**config.mk**
```make
export PLATFORM = sky130hd
export DESIGN_NAME = axi_read_arbiter_flat
export DESIGN_NICKNAME = d
export VERILOG_FILES = /design/src/rtl/axi_read_arbiter_if.sv /design/src/rtl/axi_read_arbiter.sv /design/src/flat_wrapper.sv
export SDC_FILE = /design/constraint.sdc
export NUM_CORES = 1
export LEC_CHECK = 0
export ABC_AREA = 1
export CAP_MARGIN = 20
export CORE_AREA = 5 5 153 155
export DETAILED_ROUTE_END_ITERATION = 16
export DIE_AREA = 0 0 158 160
export GPL_TIMING_DRIVEN = 0
export SLEW_MARGIN = 20
export SYNTH_ARGS = -nofsm -noshare
export SYNTH_HDL_FRONTEND = slang
export SYNTH_SLANG_ARGS = --single-unit
```
**constraint.sdc**
```tcl
create_clock -name clk -period 1.6 [get_ports clk]
set_input_delay 0.32 -clock clk [delete_from_list [all_inputs] [get_ports clk]]
set_output_delay 0.32 -clock clk [all_outputs]
set_load 0.005 [all_outputs]
```
**src/rtl/axi_read_arbiter_if.sv**
```systemverilog
// AXI read-only bus bundle (AR + R channels) between the arbiter and the
// downstream slave.
interface axi_read_arbiter_if #(
    parameter int ID_WIDTH   = 13,
    parameter int ADDR_WIDTH = 64,
    parameter int DATA_WIDTH = 64
);
    logic [ID_WIDTH-1:0]   arid;
    logic [ADDR_WIDTH-1:0] araddr;
    logic [7:0]            arlen;
    logic [2:0]            arsize;
    logic [1:0]            arburst;
    logic                  arlock;
    logic [3:0]            arcache;
    logic [2:0]            arprot;
    logic                  arvalid;
    logic                  arready;

    logic [ID_WIDTH-1:0]   rid;
    logic [DATA_WIDTH-1:0] rdata;
    logic [1:0]            rresp;
    logic                  rlast;
    logic                  rvalid;
    logic                  rready;

    modport master (
        output arid, araddr, arlen, arsize, arburst,
        output arlock, arcache, arprot, arvalid,
        input  arready,
        input  rid, rdata, rresp, rlast, rvalid,
        output rready
    );

    modport slave (
        input  arid, araddr, arlen, arsize, arburst,
        input  arlock, arcache, arprot, arvalid,
        output arready,
        output rid, rdata, rresp, rlast, rvalid,
        input  rready
    );
endinterface

```
**src/rtl/axi_read_arbiter.sv**
```systemverilog
// Two-requester AXI read arbiter, one burst in flight; round-robin by
// default, fixed priority (requester 0) when AXI_RDARB_FIXED_PRIO_EN is set.
module axi_read_arbiter #(
    parameter int ID_WIDTH   = 13,
    parameter int ADDR_WIDTH = 64,
    parameter int DATA_WIDTH = 64
) (
    input  logic                    clk,
    input  logic                    reset_n,
    input  logic [1:0]              req_valid,
    output logic [1:0]              req_ready,
    input  logic [2*ADDR_WIDTH-1:0] req_addr,
    input  logic [15:0]             req_len,
    input  logic [3:0]              req_burst,
    output logic [1:0]              rsp_valid,
    output logic [DATA_WIDTH-1:0]   rsp_data,
    output logic                    rsp_last,
    output logic                    rsp_err,
    output logic                    id_err,
    axi_read_arbiter_if.master      m_axi
);

    localparam logic [1:0] IDLE = 2'd0;
    localparam logic [1:0] ADDR = 2'd1;
    localparam logic [1:0] DATA = 2'd2;

    logic [1:0]            state_q, state_d;
    logic                  grant_q, grant_d;
    logic [ADDR_WIDTH-1:0] araddr_q, araddr_d;
    logic [7:0]            arlen_q, arlen_d;
    logic [1:0]            arburst_q, arburst_d;
    logic [2:0]            arsize_q, arsize_d;
    logic                  arvalid_q, arvalid_d;
    logic                  rready_q, rready_d;
    logic                  id_err_q, id_err_d;

    logic win;
    logic beat;
    logic id_ok;
    logic hit;
    logic done;
    logic unused_rresp0;

    assign beat  = m_axi.rvalid & rready_q;
    assign id_ok = m_axi.rid == {{(ID_WIDTH-1){1'b0}}, grant_q};
    assign hit   = beat & id_ok;
    assign done  = (state_q == DATA) & hit & m_axi.rlast;

`ifdef AXI_RDARB_FIXED_PRIO_EN
    // Requester 0 wins whenever it asks.
    assign win = ~req_valid[0];
`else
    logic rr_q, rr_d;

    assign win  = (req_valid == 2'b11) ? rr_q : req_valid[1];
    assign rr_d = done ? ~grant_q : rr_q;

    always_ff @(posedge clk or negedge reset_n) begin
        if (!reset_n) begin
            rr_q <= 1'b0;
        end else begin
            rr_q <= rr_d;
        end
    end
`endif

    always_comb begin
        req_ready = 2'b00;
        if (state_q == IDLE && |req_valid) begin
            req_ready = win ? 2'b10 : 2'b01;
        end
    end

    always_comb begin
        state_d   = state_q;
        grant_d   = grant_q;
        araddr_d  = araddr_q;
        arlen_d   = arlen_q;
        arburst_d = arburst_q;
        arsize_d  = arsize_q;
        arvalid_d = arvalid_q;
        rready_d  = rready_q;
        id_err_d  = id_err_q | (beat & ~id_ok);
        unique case (state_q)
            IDLE: begin
                if (|req_valid) begin
                    grant_d   = win;
                    araddr_d  = win ? req_addr[2*ADDR_WIDTH-1:ADDR_WIDTH]
                                    : req_addr[ADDR_WIDTH-1:0];
                    arlen_d   = win ? req_len[15:8] : req_len[7:0];
                    arburst_d = win ? req_burst[3:2] : req_burst[1:0];
                    arsize_d  = 3'b011;
                    arvalid_d = 1'b1;
                    state_d   = ADDR;
                end
            end
            ADDR: begin
                if (m_axi.arready) begin
                    arvalid_d = 1'b0;
                    rready_d  = 1'b1;
                    state_d   = DATA;
                end
            end
            DATA: begin
                if (done) begin
                    rready_d = 1'b0;
                    state_d  = IDLE;
                end
            end
            default: begin
                arvalid_d = 1'b0;
                rready_d  = 1'b0;
                state_d   = IDLE;
            end
        endcase
    end

    always_ff @(posedge clk or negedge reset_n) begin
        if (!reset_n) begin
            state_q   <= IDLE;
            grant_q   <= 1'b0;
            araddr_q  <= '0;
            arlen_q   <= '0;
            arburst_q <= '0;
            arsize_q  <= '0;
            arvalid_q <= 1'b0;
            rready_q  <= 1'b0;
            id_err_q  <= 1'b0;
        end else begin
            state_q   <= state_d;
            grant_q   <= grant_d;
            araddr_q  <= araddr_d;
            arlen_q   <= arlen_d;
            arburst_q <= arburst_d;
            arsize_q  <= arsize_d;
            arvalid_q <= arvalid_d;
            rready_q  <= rready_d;
            id_err_q  <= id_err_d;
        end
    end

    assign m_axi.arid    = {{(ID_WIDTH-1){1'b0}}, grant_q};
    assign m_axi.araddr  = araddr_q;
    assign m_axi.arlen   = arlen_q;
    assign m_axi.arsize  = arsize_q;
    assign m_axi.arburst = arburst_q;
    assign m_axi.arlock  = 1'b0;
    assign m_axi.arcache = 4'b0000;
    assign m_axi.arprot  = 3'b000;
    assign m_axi.arvalid = arvalid_q;
    assign m_axi.rready  = rready_q;

    // Mismatched-ID beats are swallowed: no strobe, last or error escapes.
    assign rsp_valid = hit ? (grant_q ? 2'b10 : 2'b01) : 2'b00;
    assign rsp_data  = m_axi.rdata;
    assign rsp_last  = hit & m_axi.rlast;
    assign rsp_err   = hit & m_axi.rresp[1];
    assign id_err    = id_err_q;

    assign unused_rresp0 = m_axi.rresp[0];

endmodule
```
**src/flat_wrapper.sv**
```systemverilog
// flat-port wrapper written by rule: the top's interface ports become plain ports
module axi_read_arbiter_flat 
#(
    parameter int ID_WIDTH   = 13,
    parameter int ADDR_WIDTH = 64,
    parameter int DATA_WIDTH = 64
)
  (clk, reset_n, req_valid, req_ready, req_addr, req_len, req_burst, rsp_valid, rsp_data, rsp_last, rsp_err, id_err, m_axi_arid, m_axi_araddr, m_axi_arlen, m_axi_arsize, m_axi_arburst, m_axi_arlock, m_axi_arcache, m_axi_arprot, m_axi_arvalid, m_axi_arready, m_axi_rid, m_axi_rdata, m_axi_rresp, m_axi_rlast, m_axi_rvalid, m_axi_rready);
  axi_read_arbiter_if #(.ID_WIDTH(ID_WIDTH), .ADDR_WIDTH(ADDR_WIDTH), .DATA_WIDTH(DATA_WIDTH)) m_axi_i ();
  input  logic clk;
  input  logic reset_n;
  input  logic [1:0] req_valid;
  output logic [1:0] req_ready;
  input  logic [2*ADDR_WIDTH-1:0] req_addr;
  input  logic [15:0] req_len;
  input  logic [3:0] req_burst;
  output logic [1:0] rsp_valid;
  output logic [DATA_WIDTH-1:0] rsp_data;
  output logic rsp_last;
  output logic rsp_err;
  output logic id_err;
  output wire logic [$bits(m_axi_i.arid)-1:0] m_axi_arid;
  output wire logic [$bits(m_axi_i.araddr)-1:0] m_axi_araddr;
  output wire logic [$bits(m_axi_i.arlen)-1:0] m_axi_arlen;
  output wire logic [$bits(m_axi_i.arsize)-1:0] m_axi_arsize;
  output wire logic [$bits(m_axi_i.arburst)-1:0] m_axi_arburst;
  output wire logic [$bits(m_axi_i.arlock)-1:0] m_axi_arlock;
  output wire logic [$bits(m_axi_i.arcache)-1:0] m_axi_arcache;
  output wire logic [$bits(m_axi_i.arprot)-1:0] m_axi_arprot;
  output wire logic [$bits(m_axi_i.arvalid)-1:0] m_axi_arvalid;
  input wire logic [$bits(m_axi_i.arready)-1:0] m_axi_arready;
  input wire logic [$bits(m_axi_i.rid)-1:0] m_axi_rid;
  input wire logic [$bits(m_axi_i.rdata)-1:0] m_axi_rdata;
  input wire logic [$bits(m_axi_i.rresp)-1:0] m_axi_rresp;
  input wire logic [$bits(m_axi_i.rlast)-1:0] m_axi_rlast;
  input wire logic [$bits(m_axi_i.rvalid)-1:0] m_axi_rvalid;
  output wire logic [$bits(m_axi_i.rready)-1:0] m_axi_rready;
  assign m_axi_arid = m_axi_i.arid;
  assign m_axi_araddr = m_axi_i.araddr;
  assign m_axi_arlen = m_axi_i.arlen;
  assign m_axi_arsize = m_axi_i.arsize;
  assign m_axi_arburst = m_axi_i.arburst;
  assign m_axi_arlock = m_axi_i.arlock;
  assign m_axi_arcache = m_axi_i.arcache;
  assign m_axi_arprot = m_axi_i.arprot;
  assign m_axi_arvalid = m_axi_i.arvalid;
  assign m_axi_i.arready = m_axi_arready;
  assign m_axi_i.rid = m_axi_rid;
  assign m_axi_i.rdata = m_axi_rdata;
  assign m_axi_i.rresp = m_axi_rresp;
  assign m_axi_i.rlast = m_axi_rlast;
  assign m_axi_i.rvalid = m_axi_rvalid;
  assign m_axi_rready = m_axi_i.rready;
  axi_read_arbiter #(.ID_WIDTH(ID_WIDTH), .ADDR_WIDTH(ADDR_WIDTH), .DATA_WIDTH(DATA_WIDTH)) u_core (.clk(clk), .reset_n(reset_n), .req_valid(req_valid), .req_ready(req_ready), .req_addr(req_addr), .req_len(req_len), .req_burst(req_burst), .rsp_valid(rsp_valid), .rsp_data(rsp_data), .rsp_last(rsp_last), .rsp_err(rsp_err), .id_err(id_err), .m_axi(m_axi_i));
endmodule
```
==> results_dict.tcl, run 1 <==
set metrics [dict create \
    overflow 0 \
    power_w 0.0118 \
    cts_tree "done" \
    port_buffers 318 \
    hold_path_class "in -> reg" \
    p_sw_frac 0.336 \
    final_cell_area_um2 8810 \
    maxCapViolCount 0 \
    avgSynthCellArea_um2 7.94 \
    wl_per_cell_um 15.7 \
    yosysMostFrequentCell "nand2_1" \
    grt_max_degree 44 \
    antenna_found_initial 0 \
    power.share.combinational 0.516 \
    cts_buffers 9 \
    row_count 54 \
    ant_nets 0 \
    grt_pass1_vias 4862 \
    p_int_w 0.00783 \
    yosys.area.top_type "dfrtp_1" \
    root_buffer "clkbuf_16" \
    hold_viol_final 0 \
    synth.yosys.seq_area_share 0.470 \
    drive_gt1_frac 0.207 \
    power.switching_w 0.00396 \
    power_per_cell_area_nw_per_um2 1340 \
    diodes 0 \
    p_leak_nw 4.15 \
    synth-async-reset-ratio 1.00 \
    cp.required_ns 1.28 \
    clk_path_buf_depth 2 \
    outcome "finished with violations" \
    yosys_register_bits 82 \
    start_util 0.201 \
    fin_crit_sh 1.14 \
    synth_edf_count 0 \
    clkTransAtPathRegs_ns 0.07 \
    fp.coreArea_um2 21700 \
    nFillCells 2190 \
    drtIter0Drc 179 \
    critical_path_class "in -> out" \
    multiInputGateArea_um2 1570 \
    worstPathArrival_ns 1.50 \
    drcViolationCount 0 \
    firstDrtPassIters 4 \
    gr-usage-all-layers 0.144 \
    slew_violations 0 \
    syn-instance-count 550 \
    synth.cell_area_um2 4370 \
    rsz0062_at_grt "yes" \
    dieArea_um2 25300 \
    die-width_um 158 \
    min_period_ns 1.82 \
    pwr-share-seq 0.303 \
    nNetsFinal 1168 \
    worst_skew_pair.late_latency_ns 0.34 \
    dpl_cell_area_um2 8010 \
    cts_max_level 3 \
    setup_viol 6 \
    routabilityCongestion 0.834 \
    seqCellArea_um2 2050 \
    dp_hpwl_um 14500 \
    crit_fanout 3 \
    worst_slack_ns -0.219 \
    critical_path.endpoint_type "primary output" \
    grt_pass1_wl_um 28100 \
    pwr-share-clk 0.181 \
    synth.area.top_cells "dfrtp_1 (47%), nand2_1 (21%), buf_4 (15%)" \
    die_h_um 160 \
    max_freq_mhz 550 \
    area_growth_pct 102 \
    totalWireLength_um 19200 \
    synth_common_cells "nand2_1 (242), buf_4 (88), dfrtp_1 (82)" \
    clock_sinks 82 \
    synth_cell_type_count 18 \
    ir_drop_v 0.000612 \
    fin_setup_tns_ns -1.01 \
    final_util 0.406 \
    ys.flop_type "dfrtp_1" \
    io_pins 405 \
    ys_warn_count 0 \
    cp-start-kind "input port" \
    vias 4749 \
    violations "setup timing" \
    skew_ns 0.00803 \
    via_per_inst 3.90 \
    synth_top_area_frac 0.470 \
]
## sequential cells by signal, summed over array words and instances (netlist names), 2 cells and up
signal	cells
u_core.m_axi.araddr	64
u_core.m_axi.arburst	2
u_core.m_axi.arlen	8
u_core.state_q	2
## metrics by stage
| step | hold WS, ns | std cells | setup WS (ns) |
|---|---|---|---|
| after floorplan | 0.0244 | 570 | 0.305 |
| after global placement | 0.445 | 1168 | -3.15 |
| after detailed placement | 0.270 | 1169 | -0.960 |
| after CTS | 0.435 | 1221 | -0.258 |
| after global routing | 0.466 | 1218 | -0.312 |
| final | 0.437 | 1218 | -0.219 |
## cells in the final DEF, fill, tap and decap left out, types with 2 or more instances in the layout
master / netlist / routed
buf_12: 0 / 2
buf_16: 0 / 2
buf_2: 11 / 8
buf_4: 88 / 110
buf_6: 12 / 23
buf_8: 0 / 5
clkbuf_16: 0 / 11
clkdlybuf4s50_1: 0 / 291
clkinvlp_4: 0 / 3
conb_1: 1 / 21
dfrtp_1: 82 / 81
dlygate4sd2_1: 0 / 8
dlymetal6s2s_1: 0 / 12
inv_1: 9 / 6
inv_2: 5 / 7
nand2_1: 242 / 233
nand2_2: 0 / 8
nand3_1: 77 / 76
nor2_1: 14 / 10
nor2_2: 0 / 2
nor2_4: 1 / 3
o21ai_0: 2 / 2
## path summary, 6_finish.rpt
kind	start	endpoint	slack (ns)	depth (start not counted)
setup / recovery	m_axi_rid[3]	rsp_valid[0]	-0.22	9
hold / removal	m_axi_rid[4]	u_core.id_err	0.44	6
min in group asynchronous	reset_n	u_core.m_axi.araddr[39]	0.46	2
max in group asynchronous	reset_n	u_core.m_axi.araddr[17]	0.56	3
hold reg to reg	u_core.id_err	u_core.id_err	0.47	1
setup reg to reg	u_core.state_q[0]	u_core.state_q[0]	0.10	8
## cell type report
type,count,area share
multi-input cells,363,0.178
well taps,280,0.0398
flip-flops and latches,82,0.233
repair buffers,353,0.404
inverters,14,0.00625
plain buffers,111,0.105
clock inverters,4,0.00597
clock buffers,11,0.0276
## cell families (layout without fill, tap and decap cells)
group | Yosys count | count (layout) | share of synthesized area
other | 1 | 21 | 0.000858
and+or+nand+nor | 337 | 337 | 0.316
AOI/OAI and AO/OA | 5 | 5 | 0.00687
DFF | 82 | 82 | 0.470
buffers and inverters | 125 | 493 | 0.207
## worst max-delay path: stages
cell,delay [ns]
clkdlybuf4s50_1,0.40
nor2_1,0.08
nand2_1,0.11
nor2_4,0.14
nand2_2,0.08
nor2_4,0.10
inv_2,0.05
nor2_1,0.09
buf_2,0.12
## power groups by stage
stage	registers (W)	clock network, W	logic [W]
finish	0.00357	0.00213	0.00609
global route	0.00371	0.00228	0.00673
CTS	0.00358	0.00222	0.00610
detailed placement	0.00361	0	0.00557
global placement	0.00359	0	0.00553
floorplan	0.00366	0	0.00209
## routing by layer
| layer | global-route usage | vias up | part of all wire |
|---|---|---|---|
| li1 | - | 2376 | - |
| met1 | 0.169 | 2149 | 0.39 |
| met2 | 0.254 | 204 | 0.51 |
| met3 | 0.0382 | 20 | 0.087 |
| met4 | 0.0411 | 0 | 0.015 |
| met5 | 0 | - | 0 |
## timing repair
action,in CTS,in global routing
setup buffers,36,4
setup endpoints to repair,12,80
hold buffers,1,0
pin swaps,5,19
gates cloned,1,2
resized for setup,70,37
endpoints found under the hold margin,39,0
(Power assumes the default switching activity.)
==> run 2, diff against run 1 <==
--- a/config.mk
+++ b/config.mk
@@ -7,9 +7,9 @@
 export LEC_CHECK = 0
 export ABC_AREA = 1
 export CAP_MARGIN = 20
-export CORE_AREA = 5 5 153 155
+export CORE_AREA = 5 5 154 156
 export DETAILED_ROUTE_END_ITERATION = 16
-export DIE_AREA = 0 0 158 160
+export DIE_AREA = 0 0 159 161
 export GPL_TIMING_DRIVEN = 0
 export SLEW_MARGIN = 20
 export SYNTH_ARGS = -nofsm -noshare
==> constraint.sdc (replaced) <==
create_clock -name clk -period 2.3 [get_ports clk]
set_input_delay 0.46 -clock clk [delete_from_list [all_inputs] [get_ports clk]]
set_output_delay 0.46 -clock clk [all_outputs]
set_load 0.005 [all_outputs]
==> results_dict.tcl, run 2 (synthesized netlist as in run 1, its figures left out) <==
set metrics [dict create \
    crit_chain "clkdlybuf4s50_1, inv_1, nand2_1, nand2_1, nor2_2, nand4_1, inv_1, dlygate4sd2_1" \
    fin_crit_sh 0.951 \
    p_leak_nw 3.83 \
    port_buffers 318 \
    cts_tree "done" \
    die_h_um 161 \
    cts_max_level 3 \
    skew_ns 0.0139 \
    r2r_cells 11 \
    hold_viol_final 0 \
    firstDrtPassIters 4 \
    overflow 0 \
    nFillCells 2273 \
    dpl.cell_count 1174 \
    ir_drop_v 0.000346 \
    grt_pass1_wl_um 28000 \
    clkTransAtPathRegs_ns 0.06 \
    max_freq_mhz 457 \
    maxCapViolCount 0 \
    slew_violations 0 \
    antenna_found_initial 1 \
    grt_pass1_vias 4928 \
    worst_slack_ns 0.113 \
    routabilityCongestion 0.763 \
    root_buffer "clkbuf_16" \
    crit_slowest_cell "clkdlybuf4s50_1" \
    totalWireLength_um 18100 \
    wl_per_cell_um 15.2 \
    final_common_cell "clkdlybuf4s50_1" \
    drcViolationCount 0 \
    largest_reg_flops 64 \
    hold_path_class "in -> async" \
    final_cell_mix "clkdlybuf4s50_1 (310), nand2_1 (241), buf_4 (90)" \
    critical_path.endpoint_type "primary output" \
    cpPeakStageDelay_ns 0.47 \
    cp-start-kind "input port" \
    drtIter0Drc 141 \
    dp_hpwl_um 14400 \
    cp.required_ns 1.84 \
    worst_skew_pair.late_latency_ns 0.35 \
    place_ws_ns -0.434 \
    nNetsFinal 1136 \
    io_pins 405 \
    clk_path_buf_depth 2 \
    via_per_inst 3.89 \
    area_growth_pct 91.5 \
    min_period_ns 2.19 \
    power_per_cell_area_nw_per_um2 939 \
    setup_viol 0 \
    grt_max_degree 43 \
    vias 4644 \
    cts_buffers 9 \
    instances_no_fill 1193 \
    worstPathArrival_ns 1.73 \
    crit_fanout 3 \
    ant_nets 0 \
    outcome "finished clean" \
    start_util 0.197 \
    rsz0062_at_grt "no" \
    drive_gt1_frac 0.161 \
    dieArea_um2 25600 \
    critical_path_class "in -> out" \
    clock_sinks 82 \
    power_w 0.00785 \
    fin_setup_tns_ns 0 \
    row_count 55 \
    fp.coreArea_um2 22200 \
    gr-usage-all-layers 0.137 \
    die-width_um 159 \
]
==> run 2: cell count changes in the layout (fill, tap and decap cells not counted), moves of 3 or more <==
cell             previous run  this run
clkinv_4                    0         3
nand2_1                   233       241
buf_6                      23        14
nand2_2                     8         1
dlymetal6s2s_1             12         0
buf_4                     110        90
buf_8                       5         0
dlygate4sd2_1               8         4
clkbuf_2                    0         3
clkdlybuf4s50_1           291       310
==> run 2: where the power goes <==
| group | total, W | switching [W] | internal (W) |
|---|---|---|---|
| logic | 0.00384 | 0.00165 | 0.00219 |
| registers | 0.00249 | 0.000368 | 0.00212 |
| clock network | 0.00152 | 0.000646 | 0.000879 |
| total | 0.00785 | 0.00266 | 0.00519 |
==> run 2: worst max-delay path, delay by kind of cell <==
kind | cells | cell delay, ns
buffers and inverters | 4 | 0.89
and+or+nand+nor | 4 | 0.36
==> run 2: layout make-up <==
cell class	count	area, um^2	share of cell area
Antenna cell	1	2.50	0.000299
Buffer	110	861	0.103
Clock buffer	11	243	0.0290
Clock inverter	5	63.8	0.00763
Inverter	14	57.6	0.00688
Multi-Input combinational cell	363	1510	0.181
Sequential cell	82	2050	0.245
Tap cell	285	357	0.0426
Timing Repair Buffer	322	3220	0.385
==> run 2: worst paths after layout <==
| kind | start | to | slack [ns] |
|---|---|---|---|
| min in group clk | u_core.id_err | u_core.id_err | 0.47 |
| worst min-delay path | reset_n | u_core.m_axi.araddr[11] | 0.03 |
| worst min register to register | u_core.id_err | u_core.id_err | 0.47 |
| max in group asynchronous | reset_n | u_core.m_axi.araddr[34] | 1.71 |
| worst max register to register | u_core.state_q[0] | u_core.m_axi.araddr[22] | 0.51 |
| worst max-delay path | m_axi_rid[0] | rsp_last | 0.11 |
==> run 2: through the flow <==
step                      hold slack, ns  cell area (um^2)  utilization
after global routing              0.0468              8370        0.376
after global placement             0.445              7980        0.359
final                             0.0326              8370        0.376
after CTS                         0.0310              8360        0.376
after floorplan                    0.164              4440            -
after detailed placement           0.410              8010        0.360
==> run 2: routing by layer <==
layer	routed length, um	track usage
met1	7300	0.167
met2	8960	0.226
met3	1450	0.0444
met4	380	0.0539
met5	0	0
==> run 2: what timing repair did <==
item,CTS,global route
setup buffers,2,1
gates resized for setup,17,10
endpoints found under the hold margin,0,0
pin swaps,2,2
hold buffers,0,0
endpoints found under the setup margin,6,3
==> run 3, diff against run 2 <==
--- a/config.mk
+++ b/config.mk
@@ -7,10 +7,10 @@
 export LEC_CHECK = 0
 export ABC_AREA = 1
 export CAP_MARGIN = 20
-export CORE_AREA = 5 5 154 156
+export CORE_AREA = 5 5 156 158
 export DETAILED_ROUTE_END_ITERATION = 16
-export DIE_AREA = 0 0 159 161
-export GPL_TIMING_DRIVEN = 0
+export DIE_AREA = 0 0 161 163
+export DONT_BUFFER_PORTS = 1
 export SLEW_MARGIN = 20
 export SYNTH_ARGS = -nofsm -noshare
 export SYNTH_HDL_FRONTEND = slang
==> results_dict.tcl, run 3 (synthesized netlist as in run 1, its figures left out) <==
set metrics [dict create \
    antenna_found_initial 0 \
    grt_pass1_vias 3055 \
    drive_gt1_frac 0.0563 \
    cp_num_buf_inv 3 \
    overflow 0 \
    diodes 0 \
    cp.required_ns 1.84 \
    setup_viol 0 \
    rr_startpoint "u_core.state_q[0]" \
    largest_reg_flops 64 \
    routabilityCongestion 0.746 \
    hold_ws_ns -0.187 \
    hold_viol_final 82 \
    fin_setup_tns_ns 0 \
    grt_max_degree 83 \
    crit_start "u_core.state_q[0]" \
    clock_sinks 82 \
    start_util 0.190 \
    drtIter0Drc 163 \
    clkTransAtPathRegs_ns 0.07 \
    row_count 56 \
    slew_violations 0 \
    p_leak_nw 2.02 \
    port_buffers 0 \
    grt_pass1_wl_um 18000 \
    final_common_cell "nand2_1" \
    crit_fanout 75 \
    ir_drop_v 0.000369 \
    cpPeakStageDelay_ns 0.42 \
    die_h_um 163 \
    drcViolationCount 0 \
    maxCapViolCount 0 \
    gr-usage-all-layers 0.0900 \
    worstPathArrival_ns 1.57 \
    min_period_ns 2.03 \
    die-width_um 161 \
    firstDrtPassIters 4 \
    violations "hold timing" \
    seqCellArea_um2 2050 \
    power_per_cell_area_nw_per_um2 1340 \
    crit_slowest_cell "dfrtp_1" \
    dp_hpwl_um 9220 \
    post_cts_resized 0 \
    skew_ns 0.00616 \
    hold_path_class "in -> async" \
    totalWireLength_um 12400 \
    cts_buffers 9 \
    area_growth_pct -1.72 \
    final_cell_area_um2 4290 \
    fp.coreArea_um2 23000 \
    nFillCells 2567 \
    multiInputGateArea_um2 1490 \
    cts_tree "done" \
    cp-start-kind "register" \
    via_per_inst 4.10 \
    rsz0062_at_grt "no" \
    io_pins 405 \
    crit_family "buffers and inverters" \
    nNetsFinal 709 \
    cts_max_level 3 \
    power_w 0.00574 \
    wl_per_cell_um 16.1 \
    final_cell_mix "nand2_1 (242), dfrtp_1 (82), nand3_1 (77)" \
    vias 3154 \
    crit_chain "inv_2, nand2_1, nor2_4, nand2_1, inv_2, buf_12" \
    max_freq_mhz 492 \
    critical_path.endpoint_type "primary output" \
    cts_setup_buffers 0 \
    dieArea_um2 26200 \
    root_buffer "clkbuf_16" \
    worst_skew_pair.late_latency_ns 0.34 \
    fin_crit_sh 0.883 \
    clk_path_buf_depth 2 \
    outcome "finished with violations" \
    ant_nets 0 \
    critical_path_class "reg -> out" \
    dpl_cell_area_um2 4010 \
]
-- run 3: final timing paths --
check	cells after the start	slack, ns	to
min in group clk	1	0.20	u_core.state_q[0]
hold / removal	0	-0.19	u_core.grant_q
setup / recovery	6	0.27	req_ready[0]
max in group asynchronous	0	2.36	u_core.m_axi.araddr[1]
setup reg to reg	8	0.54	u_core.m_axi.arburst[1]
hold reg to reg	1	0.49	u_core.id_err
-- run 3: per-layer routing --
metal | up-vias | GRT usage | wire length (um)
met5 | - | 0 | 0
li1 | 1458 | - | -
met1 | 1482 | 0.103 | 4700
met4 | 0 | 0.0442 | 315
met2 | 189 | 0.142 | 6010
met3 | 25 | 0.0410 | 1340
-- run 3: final cells by class --
class / count / area share
clock buffer: 11 / 0.0542
clock inverter: 5 / 0.0128
inverter: 14 / 0.0122
multi-input combinational: 363 / 0.347
sequential: 82 / 0.478
tap: 290 / 0.0845
timing repair buffer: 5 / 0.0117
-- run 3: where the power goes --
group	total (W)	internal, W	leakage, nW	switching (W)
clock network	0.00147	0.000840	0.136	0.000626
logic	0.00149	0.000542	0.877	0.000945
registers	0.00278	0.00213	1.01	0.000659
total	0.00574	0.00351	2.02	0.00223
-- run 3: per-stage QoR --
stage	hold slack [ns]	util	worst slack [ns]	cells
after floorplan	0.164	-	0.773	570
after global placement	0.167	0.174	0.587	754
after detailed placement	0.167	0.174	0.536	754
after CTS	-0.219	0.187	0.243	770
after global routing	-0.220	0.187	0.112	770
final	-0.187	0.187	0.269	770
==> RTL change, RTL diff (flow settings as in run 1) <==
Build with the macro `AXI_RDARB_FIXED_PRIO_EN` defined.
--- a/src/rtl/axi_read_arbiter.sv
+++ b/src/rtl/axi_read_arbiter.sv
@@ -1,4 +1,6 @@
 // Two-requester AXI read arbiter, one burst in flight; round-robin by
 // default, fixed priority (requester 0) when AXI_RDARB_FIXED_PRIO_EN is set.
+`define AXI_RDARB_FIXED_PRIO_EN
+
 module axi_read_arbiter #(
     parameter int ID_WIDTH   = 13,
Function: changed (a bounded check fails within 4 cycles, from zero or initial values and one cycle with reset_n low).
==> RTL change against run 1 <==
The run still ends with negative setup slack left; sequential cell count down 1; wire length decreased by 1.9%; global-route usage down 0.26 points; non-clock buffer count down 12; total power up 1.3%; clock power increased by 2%; sequential share of layout area shrank 0.14 points; worst setup slack improved by 0.10 ns; area after synthesis is 4.0% higher; synthesized cell count shrank 1.6%; design area down 0.67%; critical path depth fell by 2; critical endpoint is now rsp_err; largest cell class unchanged.
==> RTL change: results <==
set metrics [dict create \
    grt_max_degree 43 \
    place_inst 1160 \
    tns_ns -0.407 \
    leakagePower_nw 4.20 \
    drtIter0Drc 137 \
    crit_arrival_ns 1.40 \
    finalNetCount 1147 \
    vias_per_cell 3.92 \
    grtUsageMet1_pct 16.4 \
    cts_setup_buffers 25 \
    yosys-mux-area-fraction_pct 0 \
    avgSynthCellArea_um2 8.40 \
    wl_met1_mm 7.09 \
    p_clk_w 0.00217 \
    dr.pass1.iters 4 \
    routabilityCongestion 0.780 \
    drt_wl_total_mm 18.8 \
    outcome "finished, violations left" \
    ys_top_cells_by_area "dfrtp_1 (45%), nand2_1 (17%), buf_4 (15%)" \
    fill_cells 2235 \
    ctsLongestPathBuffers 2 \
    yosysUniqueCellTypes 22 \
    dp_slack_ns -0.694 \
    worst_slack_ns -0.119 \
    slowest_stage "dfrtp_1" \
    peakVddDrop_mv 0.554 \
    violations "negative setup slack" \
    synth_compound_area_share_pct 0.606 \
    place_area_um2 8180 \
    grt_usage_pct 14.1 \
    setup_violations 4 \
    clk_latency_ns 0.34 \
    critPathMaxFanout 3 \
    cts.repair.resized 64 \
    area_delta_synth_final_pct 92.5 \
    synthTopCellsByCount "nand2_1 (206), buf_4 (88), dfrtp_1 (81)" \
    num_vias 4694 \
    met2_usage_pct 24.0 \
    htreeDepth 3 \
    grt_pass1_wl_mm 27.7 \
    final.setup_skew_ns 0.00751 \
    intPower_w 0.00780 \
    grt_use_met3_pct 5.30 \
    dp.final_hpwl_mm 15.0 \
    drive_gt1_share_pct 26.1 \
    wl_met3_mm 2.13 \
    largest_reg_flops 64 \
    ys_seq_area_share_pct 44.6 \
    grt_pass1_vias 4850 \
    grt_antenna_before_repair 0 \
    power_frac_seq_pct 30.2 \
    cts_made_buffers 9 \
    routed-wl-met2_mm 9.22 \
]
-- RTL change: area by class of cell --
cell class	instances	area share, %
Tap cell	280	4.00
Sequential cell	81	23.2
Clock inverter	6	0.772
Buffer	110	9.95
Multi-Input combinational cell	358	20.1
Inverter	11	0.501
Clock buffer	10	2.73
Timing Repair Buffer	342	38.7
-- RTL change: path summary, 6_finish.rpt --
check                                  start                 endpoint  slack, ns  depth (start not counted)
max reg2reg                u_core.state_q[1]   u_core.m_axi.araddr[0]       0.09                          8
min reg2reg                    u_core.id_err            u_core.id_err       0.47                          1
max in group asynchronous            reset_n  u_core.m_axi.araddr[12]       0.57                          3
max                           u_core.grant_q                  rsp_err      -0.12                          7
min                             req_valid[0]           u_core.grant_q       0.40                          4
min in group asynchronous            reset_n  u_core.m_axi.araddr[29]       0.45                          2
-- RTL change: critical path: cells and delay by family (launching register included) --
| kind | cells | cell delay (ns) |
|---|---|---|
| and+or+nand+nor | 5 | 0.43 |
| DFF | 1 | 0.41 |
| buffers and inverters | 2 | 0.23 |
